===== src/rtl/id_ex_stage_if.sv =====
// Decode/EX stage bus: decode inputs, register-file port, writeback bypass,
// hazard outputs and the registered ID/EX payload.
interface id_ex_stage_if #(
  parameter int unsigned XLEN = 32
) ();
  // decode-side inputs
  logic [31:0]     instr_d;
  logic [XLEN-1:0] pc_d;
  logic [XLEN-1:0] pcplus4_d;
  logic [XLEN-1:0] imm_ext_d;
  logic            reg_write_d;
  logic            mem_write_d;
  logic            alu_src_d;
  logic            branch_d;
  logic            jump_d;
  logic [1:0]      result_src_d;
  logic [2:0]      alu_ctrl_d;

  // register file read port
  logic [4:0]      a1;
  logic [4:0]      a2;
  logic [XLEN-1:0] rd1;
  logic [XLEN-1:0] rd2;

  // writeback bypass and branch resolution
  logic [4:0]      rd_w;
  logic [XLEN-1:0] result_w;
  logic            reg_write_w;
  logic            pc_src_e;

  // hazard control
  logic            stall_f;
  logic            stall_d;
  logic            flush_d;

  // ID/EX pipeline register
  logic [XLEN-1:0] rd1_e;
  logic [XLEN-1:0] rd2_e;
  logic [XLEN-1:0] imm_ext_e;
  logic [XLEN-1:0] pc_e;
  logic [XLEN-1:0] pcplus4_e;
  logic [4:0]      rs1_e;
  logic [4:0]      rs2_e;
  logic [4:0]      rd_e;
  logic            reg_write_e;
  logic            mem_write_e;
  logic            alu_src_e;
  logic            branch_e;
  logic            jump_e;
  logic [1:0]      result_src_e;
  logic [2:0]      alu_ctrl_e;
  logic            valid_e;
  logic [31:0]     instr_e;

  // performance counters
  logic [31:0]     stall_cnt;
  logic [31:0]     flush_cnt;

  // environment / upstream side
  modport master (
    output instr_d, pc_d, pcplus4_d, imm_ext_d,
    output reg_write_d, mem_write_d, alu_src_d, branch_d, jump_d,
    output result_src_d, alu_ctrl_d,
    output rd1, rd2, rd_w, result_w, reg_write_w, pc_src_e,
    input  a1, a2, stall_f, stall_d, flush_d,
    input  rd1_e, rd2_e, imm_ext_e, pc_e, pcplus4_e,
    input  rs1_e, rs2_e, rd_e,
    input  reg_write_e, mem_write_e, alu_src_e, branch_e, jump_e,
    input  result_src_e, alu_ctrl_e, valid_e, instr_e,
    input  stall_cnt, flush_cnt
  );

  // id_ex_stage side
  modport slave (
    input  instr_d, pc_d, pcplus4_d, imm_ext_d,
    input  reg_write_d, mem_write_d, alu_src_d, branch_d, jump_d,
    input  result_src_d, alu_ctrl_d,
    input  rd1, rd2, rd_w, result_w, reg_write_w, pc_src_e,
    output a1, a2, stall_f, stall_d, flush_d,
    output rd1_e, rd2_e, imm_ext_e, pc_e, pcplus4_e,
    output rs1_e, rs2_e, rd_e,
    output reg_write_e, mem_write_e, alu_src_e, branch_e, jump_e,
    output result_src_e, alu_ctrl_e, valid_e, instr_e,
    output stall_cnt, flush_cnt
  );
endinterface


===== src/rtl/id_ex_stage.sv =====
// ID/EX pipeline stage: register-file addressing, writeback bypass, load-use
// stall, branch flush. Optional counters enabled by macro PERF_CNT_EN.
module id_ex_stage #(
  parameter int unsigned XLEN      = 32,
  parameter logic [31:0] NOP_INSTR = 32'h0000_0013
) (
  input  logic          clk,
  input  logic          rst,
  id_ex_stage_if.slave  bus
);

  localparam int unsigned REG_IDX_W = 5;
  localparam logic [1:0]  RES_LOAD  = 2'b01;

  typedef struct packed {
    logic [XLEN-1:0]      rd1;
    logic [XLEN-1:0]      rd2;
    logic [XLEN-1:0]      imm_ext;
    logic [XLEN-1:0]      pc;
    logic [XLEN-1:0]      pcplus4;
    logic [REG_IDX_W-1:0] rs1;
    logic [REG_IDX_W-1:0] rs2;
    logic [REG_IDX_W-1:0] rd;
    logic                 reg_write;
    logic                 mem_write;
    logic                 alu_src;
    logic                 branch;
    logic                 jump;
    logic [1:0]           result_src;
    logic [2:0]           alu_ctrl;
    logic                 valid;
    logic [31:0]          instr;
  } ex_reg_t;

  ex_reg_t              r_ex;
  ex_reg_t              w_ex_capture;
  ex_reg_t              w_ex_bubble;

  logic [REG_IDX_W-1:0] w_a1;
  logic [REG_IDX_W-1:0] w_a2;
  logic [REG_IDX_W-1:0] w_rd_d;
  logic [XLEN-1:0]      w_op1;
  logic [XLEN-1:0]      w_op2;
  logic                 w_lw_stall;
  logic                 w_flush_e;

  assign w_a1   = bus.instr_d[19:15];
  assign w_a2   = bus.instr_d[24:20];
  assign w_rd_d = bus.instr_d[11:7];

  // Same-cycle writeback bypass; x0 is never forwarded.
  always_comb begin
    w_op1 = bus.rd1;
    w_op2 = bus.rd2;
    if (bus.reg_write_w && (bus.rd_w != '0) && (bus.rd_w == w_a1)) w_op1 = bus.result_w;
    if (bus.reg_write_w && (bus.rd_w != '0) && (bus.rd_w == w_a2)) w_op2 = bus.result_w;
  end

  // Bubbles carry valid=0 and result_src=0, so they can never raise a stall.
  assign w_lw_stall = r_ex.valid && (r_ex.result_src == RES_LOAD) && (r_ex.rd != '0) &&
                      ((r_ex.rd == w_a1) || (r_ex.rd == w_a2));
  assign w_flush_e  = w_lw_stall || bus.pc_src_e;

  always_comb begin
    w_ex_bubble       = '0;
    w_ex_bubble.instr = NOP_INSTR;
  end

  always_comb begin
    w_ex_capture            = '0;
    w_ex_capture.rd1        = w_op1;
    w_ex_capture.rd2        = w_op2;
    w_ex_capture.imm_ext    = bus.imm_ext_d;
    w_ex_capture.pc         = bus.pc_d;
    w_ex_capture.pcplus4    = bus.pcplus4_d;
    w_ex_capture.rs1        = w_a1;
    w_ex_capture.rs2        = w_a2;
    w_ex_capture.rd         = w_rd_d;
    w_ex_capture.reg_write  = bus.reg_write_d;
    w_ex_capture.mem_write  = bus.mem_write_d;
    w_ex_capture.alu_src    = bus.alu_src_d;
    w_ex_capture.branch     = bus.branch_d;
    w_ex_capture.jump       = bus.jump_d;
    w_ex_capture.result_src = bus.result_src_d;
    w_ex_capture.alu_ctrl   = bus.alu_ctrl_d;
    w_ex_capture.valid      = 1'b1;
    w_ex_capture.instr      = bus.instr_d;
  end

  // ID/EX register: reset and flush both load a bubble.
  always_ff @(posedge clk) begin
    if (rst) begin
      r_ex <= w_ex_bubble;
    end else if (w_flush_e) begin
      r_ex <= w_ex_bubble;
    end else begin
      r_ex <= w_ex_capture;
    end
  end

`ifdef PERF_CNT_EN
  logic [31:0] r_stall_cnt;
  logic [31:0] r_flush_cnt;

  // Free-running event counters, wrap at 2^32.
  always_ff @(posedge clk) begin
    if (rst) begin
      r_stall_cnt <= '0;
      r_flush_cnt <= '0;
    end else begin
      if (w_lw_stall)   r_stall_cnt <= r_stall_cnt + 32'd1;
      if (bus.pc_src_e) r_flush_cnt <= r_flush_cnt + 32'd1;
    end
  end

  assign bus.stall_cnt = r_stall_cnt;
  assign bus.flush_cnt = r_flush_cnt;
`else
  assign bus.stall_cnt = '0;
  assign bus.flush_cnt = '0;
`endif

  assign bus.a1      = w_a1;
  assign bus.a2      = w_a2;
  assign bus.stall_f = w_lw_stall;
  assign bus.stall_d = w_lw_stall;
  assign bus.flush_d = bus.pc_src_e;

  assign bus.rd1_e        = r_ex.rd1;
  assign bus.rd2_e        = r_ex.rd2;
  assign bus.imm_ext_e    = r_ex.imm_ext;
  assign bus.pc_e         = r_ex.pc;
  assign bus.pcplus4_e    = r_ex.pcplus4;
  assign bus.rs1_e        = r_ex.rs1;
  assign bus.rs2_e        = r_ex.rs2;
  assign bus.rd_e         = r_ex.rd;
  assign bus.reg_write_e  = r_ex.reg_write;
  assign bus.mem_write_e  = r_ex.mem_write;
  assign bus.alu_src_e    = r_ex.alu_src;
  assign bus.branch_e     = r_ex.branch;
  assign bus.jump_e       = r_ex.jump;
  assign bus.result_src_e = r_ex.result_src;
  assign bus.alu_ctrl_e   = r_ex.alu_ctrl;
  assign bus.valid_e      = r_ex.valid;
  assign bus.instr_e      = r_ex.instr;

endmodule


===== src/flat_wrapper.sv =====
// flat-port wrapper written by rule: the top's interface ports become plain ports
module id_ex_stage_flat 
#(
  parameter int unsigned XLEN      = 32,
  parameter logic [31:0] NOP_INSTR = 32'h0000_0013
)
  (clk, rst, bus_instr_d, bus_pc_d, bus_pcplus4_d, bus_imm_ext_d, bus_reg_write_d, bus_mem_write_d, bus_alu_src_d, bus_branch_d, bus_jump_d, bus_result_src_d, bus_alu_ctrl_d, bus_rd1, bus_rd2, bus_rd_w, bus_result_w, bus_reg_write_w, bus_pc_src_e, bus_a1, bus_a2, bus_stall_f, bus_stall_d, bus_flush_d, bus_rd1_e, bus_rd2_e, bus_imm_ext_e, bus_pc_e, bus_pcplus4_e, bus_rs1_e, bus_rs2_e, bus_rd_e, bus_reg_write_e, bus_mem_write_e, bus_alu_src_e, bus_branch_e, bus_jump_e, bus_result_src_e, bus_alu_ctrl_e, bus_valid_e, bus_instr_e, bus_stall_cnt, bus_flush_cnt);
  id_ex_stage_if #(.XLEN(XLEN)) bus_i ();
  input  logic clk;
  input  logic rst;
  input wire logic [$bits(bus_i.instr_d)-1:0] bus_instr_d;
  input wire logic [$bits(bus_i.pc_d)-1:0] bus_pc_d;
  input wire logic [$bits(bus_i.pcplus4_d)-1:0] bus_pcplus4_d;
  input wire logic [$bits(bus_i.imm_ext_d)-1:0] bus_imm_ext_d;
  input wire logic [$bits(bus_i.reg_write_d)-1:0] bus_reg_write_d;
  input wire logic [$bits(bus_i.mem_write_d)-1:0] bus_mem_write_d;
  input wire logic [$bits(bus_i.alu_src_d)-1:0] bus_alu_src_d;
  input wire logic [$bits(bus_i.branch_d)-1:0] bus_branch_d;
  input wire logic [$bits(bus_i.jump_d)-1:0] bus_jump_d;
  input wire logic [$bits(bus_i.result_src_d)-1:0] bus_result_src_d;
  input wire logic [$bits(bus_i.alu_ctrl_d)-1:0] bus_alu_ctrl_d;
  input wire logic [$bits(bus_i.rd1)-1:0] bus_rd1;
  input wire logic [$bits(bus_i.rd2)-1:0] bus_rd2;
  input wire logic [$bits(bus_i.rd_w)-1:0] bus_rd_w;
  input wire logic [$bits(bus_i.result_w)-1:0] bus_result_w;
  input wire logic [$bits(bus_i.reg_write_w)-1:0] bus_reg_write_w;
  input wire logic [$bits(bus_i.pc_src_e)-1:0] bus_pc_src_e;
  output wire logic [$bits(bus_i.a1)-1:0] bus_a1;
  output wire logic [$bits(bus_i.a2)-1:0] bus_a2;
  output wire logic [$bits(bus_i.stall_f)-1:0] bus_stall_f;
  output wire logic [$bits(bus_i.stall_d)-1:0] bus_stall_d;
  output wire logic [$bits(bus_i.flush_d)-1:0] bus_flush_d;
  output wire logic [$bits(bus_i.rd1_e)-1:0] bus_rd1_e;
  output wire logic [$bits(bus_i.rd2_e)-1:0] bus_rd2_e;
  output wire logic [$bits(bus_i.imm_ext_e)-1:0] bus_imm_ext_e;
  output wire logic [$bits(bus_i.pc_e)-1:0] bus_pc_e;
  output wire logic [$bits(bus_i.pcplus4_e)-1:0] bus_pcplus4_e;
  output wire logic [$bits(bus_i.rs1_e)-1:0] bus_rs1_e;
  output wire logic [$bits(bus_i.rs2_e)-1:0] bus_rs2_e;
  output wire logic [$bits(bus_i.rd_e)-1:0] bus_rd_e;
  output wire logic [$bits(bus_i.reg_write_e)-1:0] bus_reg_write_e;
  output wire logic [$bits(bus_i.mem_write_e)-1:0] bus_mem_write_e;
  output wire logic [$bits(bus_i.alu_src_e)-1:0] bus_alu_src_e;
  output wire logic [$bits(bus_i.branch_e)-1:0] bus_branch_e;
  output wire logic [$bits(bus_i.jump_e)-1:0] bus_jump_e;
  output wire logic [$bits(bus_i.result_src_e)-1:0] bus_result_src_e;
  output wire logic [$bits(bus_i.alu_ctrl_e)-1:0] bus_alu_ctrl_e;
  output wire logic [$bits(bus_i.valid_e)-1:0] bus_valid_e;
  output wire logic [$bits(bus_i.instr_e)-1:0] bus_instr_e;
  output wire logic [$bits(bus_i.stall_cnt)-1:0] bus_stall_cnt;
  output wire logic [$bits(bus_i.flush_cnt)-1:0] bus_flush_cnt;
  assign bus_i.instr_d = bus_instr_d;
  assign bus_i.pc_d = bus_pc_d;
  assign bus_i.pcplus4_d = bus_pcplus4_d;
  assign bus_i.imm_ext_d = bus_imm_ext_d;
  assign bus_i.reg_write_d = bus_reg_write_d;
  assign bus_i.mem_write_d = bus_mem_write_d;
  assign bus_i.alu_src_d = bus_alu_src_d;
  assign bus_i.branch_d = bus_branch_d;
  assign bus_i.jump_d = bus_jump_d;
  assign bus_i.result_src_d = bus_result_src_d;
  assign bus_i.alu_ctrl_d = bus_alu_ctrl_d;
  assign bus_i.rd1 = bus_rd1;
  assign bus_i.rd2 = bus_rd2;
  assign bus_i.rd_w = bus_rd_w;
  assign bus_i.result_w = bus_result_w;
  assign bus_i.reg_write_w = bus_reg_write_w;
  assign bus_i.pc_src_e = bus_pc_src_e;
  assign bus_a1 = bus_i.a1;
  assign bus_a2 = bus_i.a2;
  assign bus_stall_f = bus_i.stall_f;
  assign bus_stall_d = bus_i.stall_d;
  assign bus_flush_d = bus_i.flush_d;
  assign bus_rd1_e = bus_i.rd1_e;
  assign bus_rd2_e = bus_i.rd2_e;
  assign bus_imm_ext_e = bus_i.imm_ext_e;
  assign bus_pc_e = bus_i.pc_e;
  assign bus_pcplus4_e = bus_i.pcplus4_e;
  assign bus_rs1_e = bus_i.rs1_e;
  assign bus_rs2_e = bus_i.rs2_e;
  assign bus_rd_e = bus_i.rd_e;
  assign bus_reg_write_e = bus_i.reg_write_e;
  assign bus_mem_write_e = bus_i.mem_write_e;
  assign bus_alu_src_e = bus_i.alu_src_e;
  assign bus_branch_e = bus_i.branch_e;
  assign bus_jump_e = bus_i.jump_e;
  assign bus_result_src_e = bus_i.result_src_e;
  assign bus_alu_ctrl_e = bus_i.alu_ctrl_e;
  assign bus_valid_e = bus_i.valid_e;
  assign bus_instr_e = bus_i.instr_e;
  assign bus_stall_cnt = bus_i.stall_cnt;
  assign bus_flush_cnt = bus_i.flush_cnt;
  id_ex_stage #(.XLEN(XLEN), .NOP_INSTR(NOP_INSTR)) u_core (.clk(clk), .rst(rst), .bus(bus_i));
endmodule

===== config.mk =====
export PLATFORM = sky130hd
export DESIGN_NAME = id_ex_stage_flat
export DESIGN_NICKNAME = d
export VERILOG_FILES = /design/src/rtl/id_ex_stage_if.sv /design/src/rtl/id_ex_stage.sv /design/src/flat_wrapper.sv
export SDC_FILE = /design/constraint.sdc
export NUM_CORES = 1
export LEC_CHECK = 0
export BUFFER_PORTS_ARGS = -buffer_cell sky130_fd_sc_hd__buf_2
export CAP_MARGIN = 10
export CORE_AREA = 3 3 211 213
export CTS_CLUSTER_DIAMETER = 50
export DETAILED_ROUTE_END_ITERATION = 16
export DIE_AREA = 0 0 214 216
export GPL_ROUTABILITY_DRIVEN = 0
export PLACE_DENSITY = 0.5
export SETUP_SLACK_MARGIN = 0.3
export SLEW_MARGIN = 20
export SYNTH_ARGS = -nofsm -noshare
export SYNTH_HDL_FRONTEND = slang
export SYNTH_SLANG_ARGS = --single-unit

===== constraint.sdc =====
create_clock -name clk -period 4.85 [get_ports clk]
set_input_delay 0.2425 -clock clk [delete_from_list [all_inputs] [get_ports clk]]
set_output_delay 0.2425 -clock clk [all_outputs]
set_load 0.01 [all_outputs]

==> impl_results.md <==
- Tot Pwr: 4.67 mW
- DRT Pass-1 Iters: 5
- Die area: 46,200 µm²
- Top FF cell, synth: dfxtp_1
- Asr flop ratio synth: 0%
- CTS clk-pin slew, worst paths: 60 ps
- Largest net degree at the start of global routing: 94
- Final Cycle Share: 66.6%
- Nets: 1,651
- Final core utilization: 34.1%
- Register area share after synthesis: 46.4%
- DRC: 0
- Mapped Cells: 777
- Root buf cell: clkbuf_16
- Synth area leaders: dfxtp_1 (46%), o211a_1 (15%), a221oi_2 (10%), buf_4 (7.8%), o31ai_1 (5.5%)
- GRT Total Usage: 15.7%
- I/O pin cnt: 538
- Core ar.: 42,900 µm²
- Crit path kind: register to register
- Via/cell ratio: 4.44
- Max Clock Skew: 15.9 ps
- Max Cap Violations: 0
- Most common cell in the netlist: dfxtp_1
- Hold Fails Final Rpt: 0
- WP data required: 5280 ps
- Area growth syn-to-layout: 66.6%
- Fin Hold WS: 11.4 ps
- Layout cells sized above 1: 42.5%
- Worst path most repeated cell: buf_4
- Slew Limit Headroom: 36.6%
- Initial antenna violation count: 1
- Commonest cells post-synth: dfxtp_1 (203), o211a_1 (135), buf_4 (91), clkbuf_1 (66)
- RSZ-0062 raised after global routing: no
- Placement Cell Area: 11,200 µm²
- H-Tree Level Count: 1
- Syn_area_per_cell: 11.3 µm²
- Leakage power: 7.47 nW
- Number of flops mapped to enable cells by yosys: 0
- Synthesized flop and latch total: 203
- Max-slew violation count: 0
- PortBufs: 473
- Drt initial violations: 578
- Area of the multi-input gates: 3830 µm²
- Worst setup SP type: register
- Max stage delay cell, worst path: buf_4
- Final setup violation count: 0
- GRT overflow: 0
- Crit path cell chain: nor2_1 > a211oi_4 > buf_4 > buf_4 > a221oi_1 > dlygate4sd3_1
- Final HPWL DP: 25,400 µm
- Peak VDD IR: 0.000203 V
- Row cnt: 76
- Distinct cells, synth: 29
- Clock Path Buffers: 3
- Clock net sink count: 203
- Register Area: 4060 µm²
- Top delay family on crit path: buffers and inverters
- Fin area: 14,600 µm²
- CTS Buf Count: 29
- Data arrival time of the worst path: 3660 ps
- Synth area leader: dfxtp_1
- Post-DRT Antenna Nets: 0
- Final WL: 38,700 µm
- Die Span X: 214 µm
- Worst Path Buf+Inv: 3
- Final setup TNS: 0 ps
- CP max stage delay: 730 ps
- PD cells: 320 nW/µm²
- Die height: 216 µm
- Post-Syn Area: 8770 µm²
- Fill cells: 4,347
- Routed vias: 8,953
- Synth warn: 0
- Max frequency: 0.310 GHz
- Starting Density: 20.4%
- Critical Path End Type: register
- Worst skew pair latency: 550 ps
- HP Class: input port to register
- Share of the synthesized area in the top cell type: 46.4%
- DR WL/cell: 19.2 µm
- Number of global-route vias before repair: 9,643
- First-pass GRT wire length: 57,900 µm
- Worst-Margin Slew: 951 ps
- TritonCTS clock tree: built
- CP max FO: 45
- Status: finished, final reports clean
- Fin crit period: 3230 ps
layout by cell type (no fill, tap or decap), types with 4 or more instances in the layout:
master,synthesis,final
xnor2_1,20,20
conb_1,1,64
buf_4,91,14
clkbuf_8,0,5
o31ai_1,64,64
clkinv_4,0,4
clkbuf_1,66,5
buf_2,26,473
a221oi_1,4,4
nand2_1,5,5
o211a_1,135,135
dfxtp_1,203,203
dlygate4sd3_1,0,244
clkbuf_16,0,29
nand4_1,64,64
a221oi_2,60,60
final timing paths:
kind	start	cells after the start	slack, ps	to
max	u_core.bus.instr_e[9]	6	1620	u_core.bus.rd1_e[31]
min	bus_instr_d[16]	2	10	u_core.bus.instr_e[16]
max reg2reg	u_core.bus.instr_e[9]	6	1620	u_core.bus.rd1_e[31]
min reg2reg	u_core.bus.result_src_e[1]	3	1080	u_core.bus.valid_e
logic make-up (layout without fill, tap and decap cells):
group,count (synthesis),after routing,synth area share [%]
AOI/OAI and AO/OA,272,272,32.7
DFF,203,203,46.4
buffers and inverters,198,788,13.3
and+or+nand+nor,83,83,5.65
xor gates and xnor gates,20,20,2.00
other,1,65,0.0428
per-stage QoR:
stage	cells	worst slack (ps)
floorplan	840	2990
global placement	1717	1910
detailed placement	1718	1920
CTS	2015	1480
global route	2016	1410
finish	2016	1620
power breakdown:
group / switching, mW / internal (mW)
registers: 0.0258 / 1.74
clock network: 0.821 / 1.35
logic: 0.403 / 0.337
what timing repair did:
action | 4_1_cts | 5_1_grt
hold endpoints to repair | 195 | 0
resized for setup | 0 | 0
hold buffers | 244 | 0
setup buffers | 0 | 0
cell type report:
type	instances	share of cell area (%)
sequential	203	27.8
antenna	1	0.0171
inverter	1	0.0428
tap	585	5.01
clock buffer	39	5.57
multi-input combinational	439	26.2
timing repair buffer	734	34.1
clock inverter	14	1.25
sequential cells by signal, summed over array words and instances, names as in the netlist:
register                 count
u_core.bus.imm_ext_e        32
u_core.bus.instr_e          32
u_core.bus.pc_e             32
u_core.bus.pcplus4_e        32
u_core.bus.rd1_e            32
u_core.bus.rd2_e            32
u_core.bus.alu_ctrl_e        3
u_core.bus.result_src_e      2
u_core.bus.alu_src_e         1
u_core.bus.branch_e          1
u_core.bus.jump_e            1
u_core.bus.mem_write_e       1
u_core.bus.reg_write_e       1
u_core.bus.valid_e           1
per-layer routing:
metal / up-vias / track usage, % / wire length [µm]
met5: - / 0 / 0
met4: 0 / 4.42 / 1090
met3: 60 / 4.83 / 3080
met2: 467 / 27.6 / 19100
met1: 4302 / 18.4 / 15400
li1: 4124 / - / -
No activity file was read; power rests on OpenSTA's default activity.
